$ cat config.mk
export PLATFORM = sky130hd
export DESIGN_NAME = div_unit
export DESIGN_NICKNAME = d
export VERILOG_FILES = /design/src/rtl/div_unit_pkg.sv /design/src/rtl/div_step.sv /design/src/rtl/div_unit.sv
export SDC_FILE = /design/constraint.sdc
export NUM_CORES = 1
export LEC_CHECK = 0
export BUFFER_PORTS_ARGS = -buffer_cell sky130_fd_sc_hd__buf_4
export CAP_MARGIN = 20
export CORE_MARGIN = 1.5
export CORE_UTILIZATION = 25
export CTS_BUF_LIST = sky130_fd_sc_hd__clkbuf_4 sky130_fd_sc_hd__clkbuf_8 sky130_fd_sc_hd__clkbuf_16
export CTS_CLUSTER_DIAMETER = 120
export DETAILED_ROUTE_END_ITERATION = 16
export GPL_TIMING_DRIVEN = 0
export PLACE_DENSITY = 0.38
export REMOVE_ABC_BUFFERS = 1
export SLEW_MARGIN = 20
export SYNTH_ARGS = -nofsm -noshare
export SYNTH_HDL_FRONTEND = slang
export SYNTH_HIERARCHICAL = 1
export SYNTH_SLANG_ARGS = --single-unit
$ cat constraint.sdc
create_clock -name clk -period 6.7 [get_ports clk]
set_input_delay 1.005 -clock clk [delete_from_list [all_inputs] [get_ports clk]]
set_output_delay 1.005 -clock clk [all_outputs]
set_load 0.05 [all_outputs]
$ cat src/rtl/div_unit_pkg.sv
// Shared divider definitions: FSM encodings, default width and the position of
// the divide-busy bit on the execute-to-hazard bus.
package div_unit_pkg;

    localparam int unsigned DIV_WIDTH = 32;

    typedef enum logic [1:0] {
        DIV_IDLE = 2'd0,
        DIV_BUSY = 2'd1,
        DIV_DONE = 2'd2
    } div_state_e;

    // ES_TO_HAZARD_BUS = {es_load_pending, es_div_stall}
    localparam int unsigned ES_TO_HAZARD_BUS_W = 2;
    localparam int unsigned ES_DIV_STALL_BIT   = 0;

endpackage

$ cat src/rtl/div_step.sv
// One radix-2 restoring division step: shift in the next dividend bit, subtract
// the divisor when it fits, and emit the quotient bit.
module div_step #(
    parameter int unsigned WIDTH = 32
) (
    input  logic [WIDTH-1:0] i_rem,
    input  logic             i_dvd_msb,
    input  logic [WIDTH-1:0] i_dvs,
    output logic [WIDTH-1:0] o_rem,
    output logic             o_qbit
);

    logic [WIDTH:0]   w_shift;
    logic [WIDTH-1:0] w_sub;

    // The shifted remainder needs WIDTH+1 bits so divisors above 2^(WIDTH-1) work.
    assign w_shift = {i_rem, i_dvd_msb};
    assign o_qbit  = (w_shift >= {1'b0, i_dvs});
    // When the divisor fits, the difference is below 2^WIDTH, so the low bits are exact.
    assign w_sub   = w_shift[WIDTH-1:0] - i_dvs;
    assign o_rem   = o_qbit ? w_sub : w_shift[WIDTH-1:0];

endmodule

$ cat src/rtl/div_unit.sv
// Iterative restoring divider for EX: DIV.W/MOD.W/DIV.WU/MOD.WU, one quotient
// bit per cycle, with hazard-unit stall/flush handshake.
module div_unit
    import div_unit_pkg::*;
#(
    parameter int unsigned WIDTH = DIV_WIDTH
) (
    input  logic             clk,
    input  logic             resetn,
    input  logic             div_valid,
    input  logic             div_signed,
    input  logic [WIDTH-1:0] div_src1,
    input  logic [WIDTH-1:0] div_src2,
    input  logic             es_stall,
    input  logic             es_flush,
    output logic             div_stall,
    output logic             div_done,
    output logic [WIDTH-1:0] div_quotient,
    output logic [WIDTH-1:0] div_remainder
);

    localparam int unsigned      CNT_W    = $clog2(WIDTH);
    localparam logic [CNT_W-1:0] CNT_LAST = CNT_W'(WIDTH - 1);

    div_state_e       r_state, w_state_nxt;
    logic [CNT_W-1:0] r_cnt, w_cnt_nxt;
    logic [WIDTH-1:0] r_dvd, w_dvd_nxt;
    logic [WIDTH-1:0] r_dvs, w_dvs_nxt;
    logic [WIDTH-1:0] r_rem, w_rem_nxt;
    logic             r_qneg, w_qneg_nxt;
    logic             r_rneg, w_rneg_nxt;

    logic             w_s1, w_s2, w_start;
    logic [WIDTH-1:0] w_abs1, w_abs2;
    logic [WIDTH-1:0] w_step_rem;
    logic             w_step_qbit;

    assign w_s1    = div_signed & div_src1[WIDTH-1];
    assign w_s2    = div_signed & div_src2[WIDTH-1];
    assign w_abs1  = w_s1 ? -div_src1 : div_src1;
    assign w_abs2  = w_s2 ? -div_src2 : div_src2;
    assign w_start = div_valid & ~es_flush;

    div_step #(
        .WIDTH (WIDTH)
    ) u_div_step (
        .i_rem     (r_rem),
        .i_dvd_msb (r_dvd[WIDTH-1]),
        .i_dvs     (r_dvs),
        .o_rem     (w_step_rem),
        .o_qbit    (w_step_qbit)
    );

    always_ff @(posedge clk or negedge resetn) begin
        if (!resetn) begin
            r_state <= DIV_IDLE;
            r_cnt   <= '0;
            r_dvd   <= '0;
            r_dvs   <= '0;
            r_rem   <= '0;
            r_qneg  <= 1'b0;
            r_rneg  <= 1'b0;
        end else begin
            r_state <= w_state_nxt;
            r_cnt   <= w_cnt_nxt;
            r_dvd   <= w_dvd_nxt;
            r_dvs   <= w_dvs_nxt;
            r_rem   <= w_rem_nxt;
            r_qneg  <= w_qneg_nxt;
            r_rneg  <= w_rneg_nxt;
        end
    end

    always_comb begin
        w_state_nxt = r_state;
        w_cnt_nxt   = r_cnt;
        w_dvd_nxt   = r_dvd;
        w_dvs_nxt   = r_dvs;
        w_rem_nxt   = r_rem;
        w_qneg_nxt  = r_qneg;
        w_rneg_nxt  = r_rneg;
        unique case (r_state)
            DIV_IDLE: begin
                if (w_start) begin
                    w_state_nxt = DIV_BUSY;
                    w_cnt_nxt   = '0;
                    w_dvd_nxt   = w_abs1;
                    w_dvs_nxt   = w_abs2;
                    w_rem_nxt   = '0;
                    w_qneg_nxt  = w_s1 ^ w_s2;
                    w_rneg_nxt  = w_s1;
                end
            end
            DIV_BUSY: begin
                // Dividend bits shift out the top while quotient bits fill from the bottom.
                w_rem_nxt = w_step_rem;
                w_dvd_nxt = {r_dvd[WIDTH-2:0], w_step_qbit};
                if (r_cnt == CNT_LAST) begin
                    w_state_nxt = DIV_DONE;
                end else begin
                    w_cnt_nxt = r_cnt + 1'b1;
                end
            end
            DIV_DONE: begin
                if (!es_stall) begin
                    w_state_nxt = DIV_IDLE;
                end
            end
            default: w_state_nxt = DIV_IDLE;
        endcase
        if (es_flush) begin
            w_state_nxt = DIV_IDLE;
            w_cnt_nxt   = '0;
        end
    end

    assign div_stall     = ((r_state == DIV_IDLE) & w_start) | (r_state == DIV_BUSY);
    assign div_done      = (r_state == DIV_DONE);
    assign div_quotient  = div_done ? (r_qneg ? -r_dvd : r_dvd) : '0;
    assign div_remainder = div_done ? (r_rneg ? -r_rem : r_rem) : '0;

endmodule
==> results by group, run 1 <==
Run status
  – Outcome: completed

Detailed routing
  – Wirelength per Cell: 18.5 microns
  – Total number of vias: 9276
  – Drc violations: 0
  – Via/cell ratio: 5.03
  – First drt pass iteration count: 5
  – Final ANT Viol Nets: 0
  – Routed WL: 34200 microns
  – DRT iter0 DRCs: around 480

Yosys
  – YS warnings: 6
  – Post-Syn Area per Cell: 7.86 sq um
  – Synth unique cells: 73
  – Post-Synthesis Cells: ~1200
  – EDFF count, synth: 0
  – Post-synthesis register bit count: 105
  – Yosys top cell by area: dfrtp_1
  – Post-synth top cells: nand2_1, nor2_1, dfrtp_1, o21ai_0, xor2_1
  – Top_reg_cell synth: dfrtp_1
  – Post-Syn Area: 9710 sq um
  – Post-synth top area share: roughly 27%
  – Synth top area cells: dfrtp_1, xor2_1, nand2_1
  – Count leader, synth: nand2_1
  – Sequential fraction of the synthesis area: approximately 27%
  – Async S/R FF share, synth: 100%

Setup path
  – R2R setup slack: 2.86 ns
  – CP max FO: 6
  – CP arrival: 3.25 ns
  – Setup crit start kind: flop
  – CP endpoint kind: output port
  – FF-to-FF End: r_rem[5]
  – Worst r2r path cells: 14
  – CP Class: flop to output port
  – WP data required: 5.69 ns
  – Critical R2R Launch: r_rem[1]

Timing
  – Final setup viols: 0
  – Fmax achieved: 235 MHz
  – Worst-Margin Slew: 1.05 ns
  – Max Slew Vio Count: 0
  – Setup TNS: 0 ns
  – Hold Vio Cnt, Final: 0
  – Worst setup margin: 2.44 ns
  – Relative slew slack: 29.7%
  – Hold Worst Slack: 0.483 ns
  – Period utilisation layout: 63.5%
  – Clock skew: 0.00837 ns
  – Final min period: ~4.3 ns
  – RSZ-0062 raised after global routing: no

Clock network
  – CTS sink count: between 100 and 150
  – CTS Buf Count: 9
  – Post-CTS sizing: 0
  – Postcts setup bufs: 0
  – CTS Root Cell: clkbuf_16
  – Cts hold-fix bufs: 0
  – Worst skew pair latency: 0.38 ns
  – Clock-pin slew on the worst setup and hold paths: about 0.08 ns
  – CTS tree: done
  – Clock tree buffer depth: 2
  – H-tree levels: 3

Finish
  – Fin nets: 1430
  – Area Growth Syn to Fin: 20.0%
  – Fraction of layout cells with a size suffix above 1: 15.3%

Global routing
  – Total congestion overflow: 0
  – First-pass GRT wire length: ~54000 microns
  – Initial antenna violation count: 1
  – Vias in the first global route: 9368
  – Total track usage: between 10% and 20%
  – Maximum number of pins on one net before global-route repair: 70

Min path
  – WHS Endpoint: r_dvs[22]
  – Min-delay src: r_dvs[22]
  – Worst hold stages: 2
  – Worst min path class: flop to flop

Floorplanning
  – Die Span Y: approximately 200 microns
  – I/O pin total: 136
  – Die area: ~40000 sq um
  – Core area: 38500 sq um
  – Num rows: a little over 70
  – Die W: approximately 200 microns
  – Starting Density: between 20% and 30%

Pwr
  – VDD IR-drop max: 0.000118 V
  – Tot Pwr: 3.89 mW
  – Lkg Pwr: 5.10 nW
  – P per Cell Area: 333 nW/um^2

Placed design
  – HPWL after detailed placement: 25700 microns
  – # port buffers: between 100 and 150
  – Gpl congestion: 0.836
  – Dpl ws: 2.76 ns

Flow run
  – Max-Cap Viols: 0
[worst max-delay path, stage by stage (launching register included)]
cell and delay (ns):
dfrtp_1 0.47, inv_1 0.15, ha_1 0.23, or3b_2 0.56
o41ai_2 0.77, nand2_1 0.21, xnor2_1 0.18, nor2_1 0.09
buf_4 0.21
[power by group]
group	switching (mW)	total, mW	leakage, nW	internal, mW
Combinational	1.28	2.22	3.62	0.940
Clock	0.292	0.553	0.132	0.262
Sequential	0.312	1.12	1.34	0.806
[metrics by stage]
| stage | area (sq um) | std cells | util [%] |
|---|---|---|---|
| final | 11700 | 1845 | 30.3 |
| after detailed placement | 11400 | 1828 | 29.6 |
| after CTS | 11700 | 1844 | 30.3 |
| after global placement | 11100 | 1815 | 28.8 |
| after global routing | 11700 | 1845 | 30.3 |
| after floorplan | 9400 | 1162 | - |
[logic make-up after synthesis]
family	after synthesis	synth area share, %
buf+inv	125	5.22
xor+xnor	122	11.0
mux	50	5.55
flops	105	27.1
simple gates	487	24.3
fa+ha+maj	39	5.10
compound gates	307	21.7
[cell type report]
class	instances	area [sq um]
Sequential cell	105	2630
Inverter	52	195
Timing Repair Buffer	148	1290
Clock buffer	11	240
Clock inverter	5	33.8
Multi-Input combinational cell	1005	6610
Tap cell	518	648
Fill cell	4213	26800
Antenna cell	1	2.50
[layout by cell type (no fill, tap or decap), drive strengths merged, types with 22 or more instances in the layout]
cell type	n
buf	148
nand2	146
nor2	131
dfrtp	105
o21ai	91
xor2	88
inv	52
a21oi	52
nand3	51
ha	38
o31ai	37
xnor2	34
mux2	31
nor3	26
or3	24
o41ai	23
nor4	22
[registers in the layout, summed over array words and instances, names as in the netlist]
name and cells:
r_qneg 1, r_rneg 1, r_state 2, r_cnt 5, r_dvs 32, r_dvd 32
r_rem 32
[worst max path at each step]
stage / cells past startpoint / to / slack [ns] / start
after detailed placement: 8 / div_remainder[26] / 2.76 / r_rem[0]
final: 8 / div_remainder[26] / 2.44 / r_rem[0]
after floorplan: 3 / div_stall / 1.37 / r_state[0]
after CTS: 8 / div_remainder[26] / 2.32 / r_rem[0]
after global placement: 4 / div_stall / -2.62 / r_state[0]
after global routing: 8 / div_remainder[26] / 2.23 / r_rem[0]
[layer usage]
metal	vias to the layer above	GRT usage (%)	part of all wire, %
met5	-	0	0
met1	4412	23.9	48
li1	4654	-	-
met4	0	4.98	1.7
met3	23	2.07	3.3
met2	187	28.9	47
(Power assumes the default switching activity.)
==> inputs of run 2 (changes only) <==
ABC_AREA = 1   (was unset)
clock period = 4.44 ns   (was 6.7 ns; I/O delays follow)
==> results by group, run 2 <==
Run status
  – Outcome: completed

Floorplanning
  – Num rows: 77 (+6.9%)
  – Die area: 46400 sq um (+16%)
  – Starting Density: 25.4% (+0.15 points)
  – Die Span Y: 215 microns (+7.7%)
  – I/O pin total: 136 (unchanged)
  – Die W: 215 microns (+7.7%)
  – Core area: 44400 sq um (+15%)

Finish
  – Area Growth Syn to Fin: 16.9%
  – Fraction of layout cells with a size suffix above 1: 11.0% (-4.4 points)
  – Fin cells: 2639 (+43%)
  – Biggest regs: r_dvd x32, r_dvs x32, r_rem x32
  – Commonest non-fill, non-tap cell in the layout: nand2_1
  – Fin nets: 2150 (+50%)
  – Most frequent cells in the layout: nand2_1, inv_1, nor2_1

Yosys
  – Post-synth top cells: nand2_1, inv_1, nor2_1, nand3_1, o21ai_0
  – Sequential fraction of the synthesis area: 23.3% (-3.8 points)
  – YS warnings: 6 (unchanged)
  – Post-Syn Area per Cell: 5.81 sq um (-26%)
  – Yosys top cell by area: dfrtp_1
  – Count leader, synth: nand2_1
  – Post-synth top area share: 23.3% (-3.8 points)
  – Async S/R FF share, synth: 100% (unchanged)
  – Top_reg_cell synth: dfrtp_1
  – Synth unique cells: 51 (-30%)
  – Post-Synthesis Cells: 1942 (+57%)
  – Synth top area cells: dfrtp_1, nand2_1, inv_1
  – Post-synthesis register bit count: 105 (unchanged)
  – Post-Syn Area: 11300 sq um (+16%)
  – EDFF count, synth: 0 (unchanged)

Detailed routing
  – Via/cell ratio: 4.57 (-9.1%)
  – Final ANT Viol Nets: 0 (unchanged)
  – Routed WL: 44900 microns (+31%)
  – Total number of vias: 12063 (+30%)
  – DRT iter0 DRCs: 582 (+21%)
  – Wirelength per Cell: 17.0 microns (-8.2%)
  – Drc violations: 0 (unchanged)
  – First drt pass iteration count: 5 (unchanged)

Clock network
  – Post-CTS sizing: 0 (unchanged)
  – Clock tree buffer depth: 2 (unchanged)
  – CTS Buf Count: 9 (unchanged)
  – Clock-pin slew on the worst setup and hold paths: 0.07 ns (about the same)
  – CTS Root Cell: clkbuf_16
  – CTS tree: done
  – Worst skew pair latency: 0.38 ns (about the same)
  – H-tree levels: 3 (unchanged)
  – Cts hold-fix bufs: 0 (unchanged)
  – Postcts setup bufs: 0 (unchanged)
  – CTS sink count: 105 (unchanged)

Timing
  – Final setup viols: 0 (unchanged)
  – Max Slew Vio Count: 0 (unchanged)
  – Worst-Margin Slew: 1.08 ns (+0.0262 ns)
  – Period utilisation layout: 82.1%
  – Hold Vio Cnt, Final: 0 (unchanged)
  – Fmax achieved: 274 MHz
  – Setup TNS: 0 ns (unchanged)
  – Clock skew: 0.00637 ns (-0.00200 ns)
  – Final min period: between 3 and 4 ns
  – Relative slew slack: 28.0% (-1.7 points)
  – RSZ-0062 raised after global routing: no

Global routing
  – Total track usage: 19.6% (+2.1 points)
  – Total congestion overflow: 0 (unchanged)
  – Initial antenna violation count: 5 (+4)
  – Maximum number of pins on one net before global-route repair: 56 (-20%)
  – Vias in the first global route: 12231 (+31%)
  – First-pass GRT wire length: 70000 microns (+30%)

Setup path
  – Worst r2r path cells: 12 (-2)
  – WP data required: 3.77 ns (-1.92 ns)
  – CP max FO: 28 (+22)
  – CP Class: flop to output port
  – CP endpoint kind: output port
  – CP arrival: 2.98 ns (-0.27 ns)
  – Setup crit start kind: flop

Placed design
  – HPWL after detailed placement: 36400 microns (+42%)
  – Gpl congestion: 0.910 (+8.9%)
  – Inst Count DP: 2622 (+43%)
  – # port buffers: 135 (unchanged)

Flow run
  – Max-Cap Viols: 0 (unchanged)

Pwr
  – Lkg Pwr: 6.90 nW (+35%)
  – VDD IR-drop max: 0.000246 V (+110%)
  – P per Cell Area: 605 nW/um^2 (+82%)
  – Tot Pwr: 7.98 mW (+110%)

Min path
  – Worst min path class: input pin to async pin
## run 2: changes by cell type after synthesis, sizes merged, moves of 21 or more
cell    change
xnor2      -26
o31ai      -35
a21oi      +21
nor4       -21
nand3     +139
mux2       -31
xor2       -60
o41ai      -23
clkbuf     -28
nor2      +111
or3        -24
inv       +259
o21ai      +24
nand2     +488
## run 2: worst max-delay path, cell delays in order (launching register included)
cell and delay [ns]:
dfrtp_1 1.03, inv_1 0.59, o21ai_0 0.34, o21ai_0 0.11, a21oi_1 0.26, buf_4 0.26
## run 2: kinds of logic after synthesis
kind of cell | Yosys count | share of synthesized area (%)
compound gates | 250 | 12.6
buf+inv | 365 | 13.0
fa+ha+maj | 39 | 4.39
flops | 105 | 23.3
simple gates | 1147 | 44.0
xor+xnor | 36 | 2.80
## run 2: layout make-up
cell class | count | area (sq um)
diodes | 2 | 5.00
clock buffers | 12 | 254
clock inverters | 3 | 17.5
fillers | 5080 | 31200
inverters | 311 | 1170
multi-input cells | 1472 | 7190
flip-flops and latches | 105 | 2630
well taps | 592 | 741
repair buffers | 142 | 1180
## run 2: metrics by stage
| stage | utilization [%] | area (sq um) | setup slack [ns] | hold WS [ns] |
|---|---|---|---|---|
| after floorplan | - | 11000 | 0.343 | 0.370 |
| after global placement | 28.7 | 12700 | -1.09 | 0.468 |
| after detailed placement | 29.1 | 12900 | 1.17 | 0.472 |
| after CTS | 29.7 | 13200 | 0.732 | 0.263 |
| after global routing | 29.7 | 13200 | 0.533 | 0.283 |
| final | 29.7 | 13200 | 0.794 | 0.258 |
## run 2: power breakdown
group	switching [mW]	total [mW]	internal [mW]	leakage (nW)
clock	0.415	0.820	0.405	0.135
sequential	0.408	1.71	1.31	1.33
combinational	3.73	5.45	1.72	5.43
total	4.56	7.98	3.43	6.90
## run 2: worst paths after layout
check                                         to  startpoint  slack (ns)
worst max-delay path            div_quotient[16]      r_qneg        0.79
worst min-delay path                    r_dvd[0]      resetn        0.26
worst max register to register         r_rem[25]   r_rem[19]        1.23
worst min register to register         r_dvs[28]   r_dvs[28]        0.49
max in group asynchronous                 r_rneg      resetn        3.48
min in group clk                       r_dvs[28]   r_dvs[28]        0.49
## run 2: layer usage
layer  up-vias  part of all wire [%]  track usage, %
met1      5505                    44            23.3
met3        52                   3.6            3.50
met2       163                    49            35.4
li1       6335                     -               -
met4         8                   2.8            6.34
met5         -                  0.13               0
==> inputs of run 3 (changes only) <==
ABC_AREA = 0   (was 1)
PLACE_DENSITY = 0.4   (was 0.38)
clock period = 3.2 ns   (was 4.44 ns; I/O delays follow)
==> results by group, run 3 (synthesis results as in run 1) <==
Clock network
  – H-tree levels: 3 (unchanged)
  – Worst skew pair latency: 0.36 ns (-0.02 ns)
  – CTS Root Cell: clkbuf_16
  – CTS sink count: 105 (unchanged)
  – Clock-pin slew on the worst setup and hold paths: 0.08 ns (about the same)
  – CTS Buf Count: 9 (unchanged)
  – Clock tree buffer depth: 2 (unchanged)
  – CTS tree: done

Finish
  – Sequential standard cell area: 2660 sq um (+1.1%)
  – Fraction of layout cells with a size suffix above 1: 28.2% (+17 points)
  – Area Growth Syn to Fin: 32.4%
  – Final Cell Area: 12900 sq um (-2.5%)
  – Layout fillers: 4100 (-19%)
  – Footprint of the multi-input gates: 7400 sq um (+2.8%)
  – Biggest regs: r_dvd x32, r_dvs x32, r_rem x32
  – Most frequent cells in the layout: buf_4, nor2_1, nand2_1
  – Fin nets: 1467 (-32%)
  – Commonest non-fill, non-tap cell in the layout: buf_4

Run status
  – Outcome: finished with violations
  – Failing checks: negative setup slack

Setup path
  – Crit. Startpoint: r_dvd[7]
  – CP max FO: 8 (-71%)
  – CP endpoint kind: output port
  – Setup crit start kind: flop
  – Critical Path Max Stage Delay: 0.66 ns (-0.37 ns)
  – R2R setup slack: -0.04 ns (-1.27 ns)
  – CP cell instances: or4_4 > or4_4 > o41ai_4 > xor2_1 > nor2_1 > buf_6
  – CP Class: flop to output port
  – CP arrival: 2.77 ns (-0.21 ns)
  – WP data required: 2.72 ns (-1.05 ns)
  – Cell mode on critical path: or4_4
  – CP Buf/Inv Count: 1 (-1)
  – CP max-delay cell: or4_4
  – Cell family contributing the most delay on the critical path: simple AND/OR/NAND/NOR gates
  – Critical R2R Launch: r_rem[1]

Detailed routing
  – DRT iter0 DRCs: 404 (-31%)
  – Wirelength per Cell: 18.3 microns (+7.9%)
  – Total number of vias: 9452 (-22%)
  – Final ANT Viol Nets: 0 (unchanged)
  – Drc violations: 0 (unchanged)
  – Via/cell ratio: 5.02 (+9.9%)
  – First drt pass iteration count: 5 (unchanged)
  – Routed WL: 34500 microns (-23%)

Global routing
  – Total track usage: 17.3% (-2.3 points)
  – Grt met3 use: 2.07% (-1.4 points)
  – Initial antenna violation count: 1 (-4)
  – GRT busiest layer: met2
  – First-pass GRT wire length: 54100 microns (-23%)
  – Vias in the first global route: 9449 (-23%)
  – Maximum number of pins on one net before global-route repair: 69 (+23%)
  – GR Layer Usage met2: 29.6% (-5.8 points)
  – Met1 usage: 23.2% (-0.045 points)
  – Total congestion overflow: 0 (unchanged)

Floorplanning
  – Die Span Y: 200 microns (-7.1%)
  – Core area: 38500 sq um (-13%)
  – Starting Density: 25.2% (-0.15 points)
  – I/O pin total: 136 (unchanged)
  – Num rows: 72 (-6.5%)
  – Die W: 200 microns (-7.1%)
  – Die area: 40000 sq um (-14%)

Timing
  – Fmax achieved: 308 MHz
  – Max Slew Vio Count: 0 (unchanged)
  – Relative slew slack: 31.1% (+3.1 points)
  – Worst setup margin: -0.0508 ns (-0.845 ns)
  – Clock skew: 0.0127 ns (+0.00638 ns)
  – Hold Vio Cnt, Final: 0 (unchanged)
  – RSZ-0062 raised after global routing: yes
  – Final min period: around 3.3 ns
  – Period utilisation layout: 102%
  – Final setup viols: 15 (+15)
  – Worst-Margin Slew: 1.03 ns (-0.0478 ns)
  – Hold Worst Slack: 0.0199 ns (-0.238 ns)

Placed design
  – Cell Area, Placed: 11300 sq um (-12%)
  – HPWL after detailed placement: 25400 microns (-30%)
  – # port buffers: 135 (unchanged)
  – Gpl congestion: 0.829 (-8.9%)

Pwr
  – Lkg Pwr: 5.45 nW (-21%)
  – P per Cell Area: 752 nW/um^2 (+24%)
  – VDD IR-drop max: 0.000281 V (+14%)

Flow run
  – Max-Cap Viols: 0 (unchanged)

Min path
  – Worst min path class: input pin to async pin
run 3: cell types whose count changed in the layout (fill, tap and decap cells not counted), moves of 27 or more:
cell	previous run	this run
nand3_1	168	50
xor2_1	28	87
nand2_1	624	126
a21oi_1	73	45
inv_1	300	50
nor2_1	226	126
o31ai_1	2	29
run 3: worst paths after layout:
check	end	depth (start not counted)
max	div_quotient[24]	6
max in group asynchronous	r_dvd[3]	2
max reg2reg	r_rem[13]	16
min in group clk	r_state[1]	2
min	r_rem[10]	1
min reg2reg	r_dvs[21]	2
run 3: layout make-up:
class | count | area share [%]
inverters | 52 | 1.52
diodes | 1 | 0.0195
repair buffers | 185 | 12.9
multi-input cells | 1005 | 57.5
well taps | 518 | 5.04
flip-flops and latches | 105 | 20.7
clock buffers | 9 | 1.75
clock inverters | 6 | 0.526
run 3: timing repair:
action / in CTS / in global routing
cloned: 0 / 1
resized for setup: 68 / 133
hold buffers: 0 / 0
buffers inserted: 25 / 12
endpoints found under the setup margin: 71 / 63
pin swaps: 22 / 41
hold endpoints to repair: 0 / 0
run 3: metrics by stage:
stage                     setup TNS (ns)  power [mW]  cells  setup WS [ns]  util, %
after floorplan                   -41.02        5.57   1162          -1.61        -
after global placement           -291.46        6.92   1815          -5.59     28.8
after CTS                          -1.13        8.88   1867         -0.177     31.7
after global routing               -3.19        10.5   1881         -0.144     33.4
after detailed placement          -13.05        6.97   1827         -0.552     29.5
final                             -0.357        9.66   1881        -0.0508     33.4
run 3: power breakdown:
part,leakage (nW),switching [mW],internal [mW],total [mW]
clock,0.138,0.592,0.610,1.20
sequential,1.31,0.664,1.71,2.37
combinational,4.00,3.21,2.88,6.09
total,5.45,4.46,5.20,9.66
run 3: worst reg2reg max path, cell delays in order (launching register included):
cell	delay (ns)
dfrtp_2	0.44
buf_12	0.13
ha_4	0.23
a21oi_2	0.14
o21ai_2	0.10
a221o_1	0.41
a21oi_4	0.20
buf_6	0.13
nor2_4	0.04
nor4_4	0.17
o21ai_2	0.13
o32ai_4	0.20
buf_6	0.22
clkbuf_16	0.20
mux2_4	0.31
nand2_2	0.05
nand2_1	0.05
run 3: routing by layer:
layer / part of all wire, % / vias up
li1: - / 4713
met1: 47 / 4546
met2: 48 / 164
met3: 3.1 / 29
met4: 1.7 / 0
met5: 0 / -
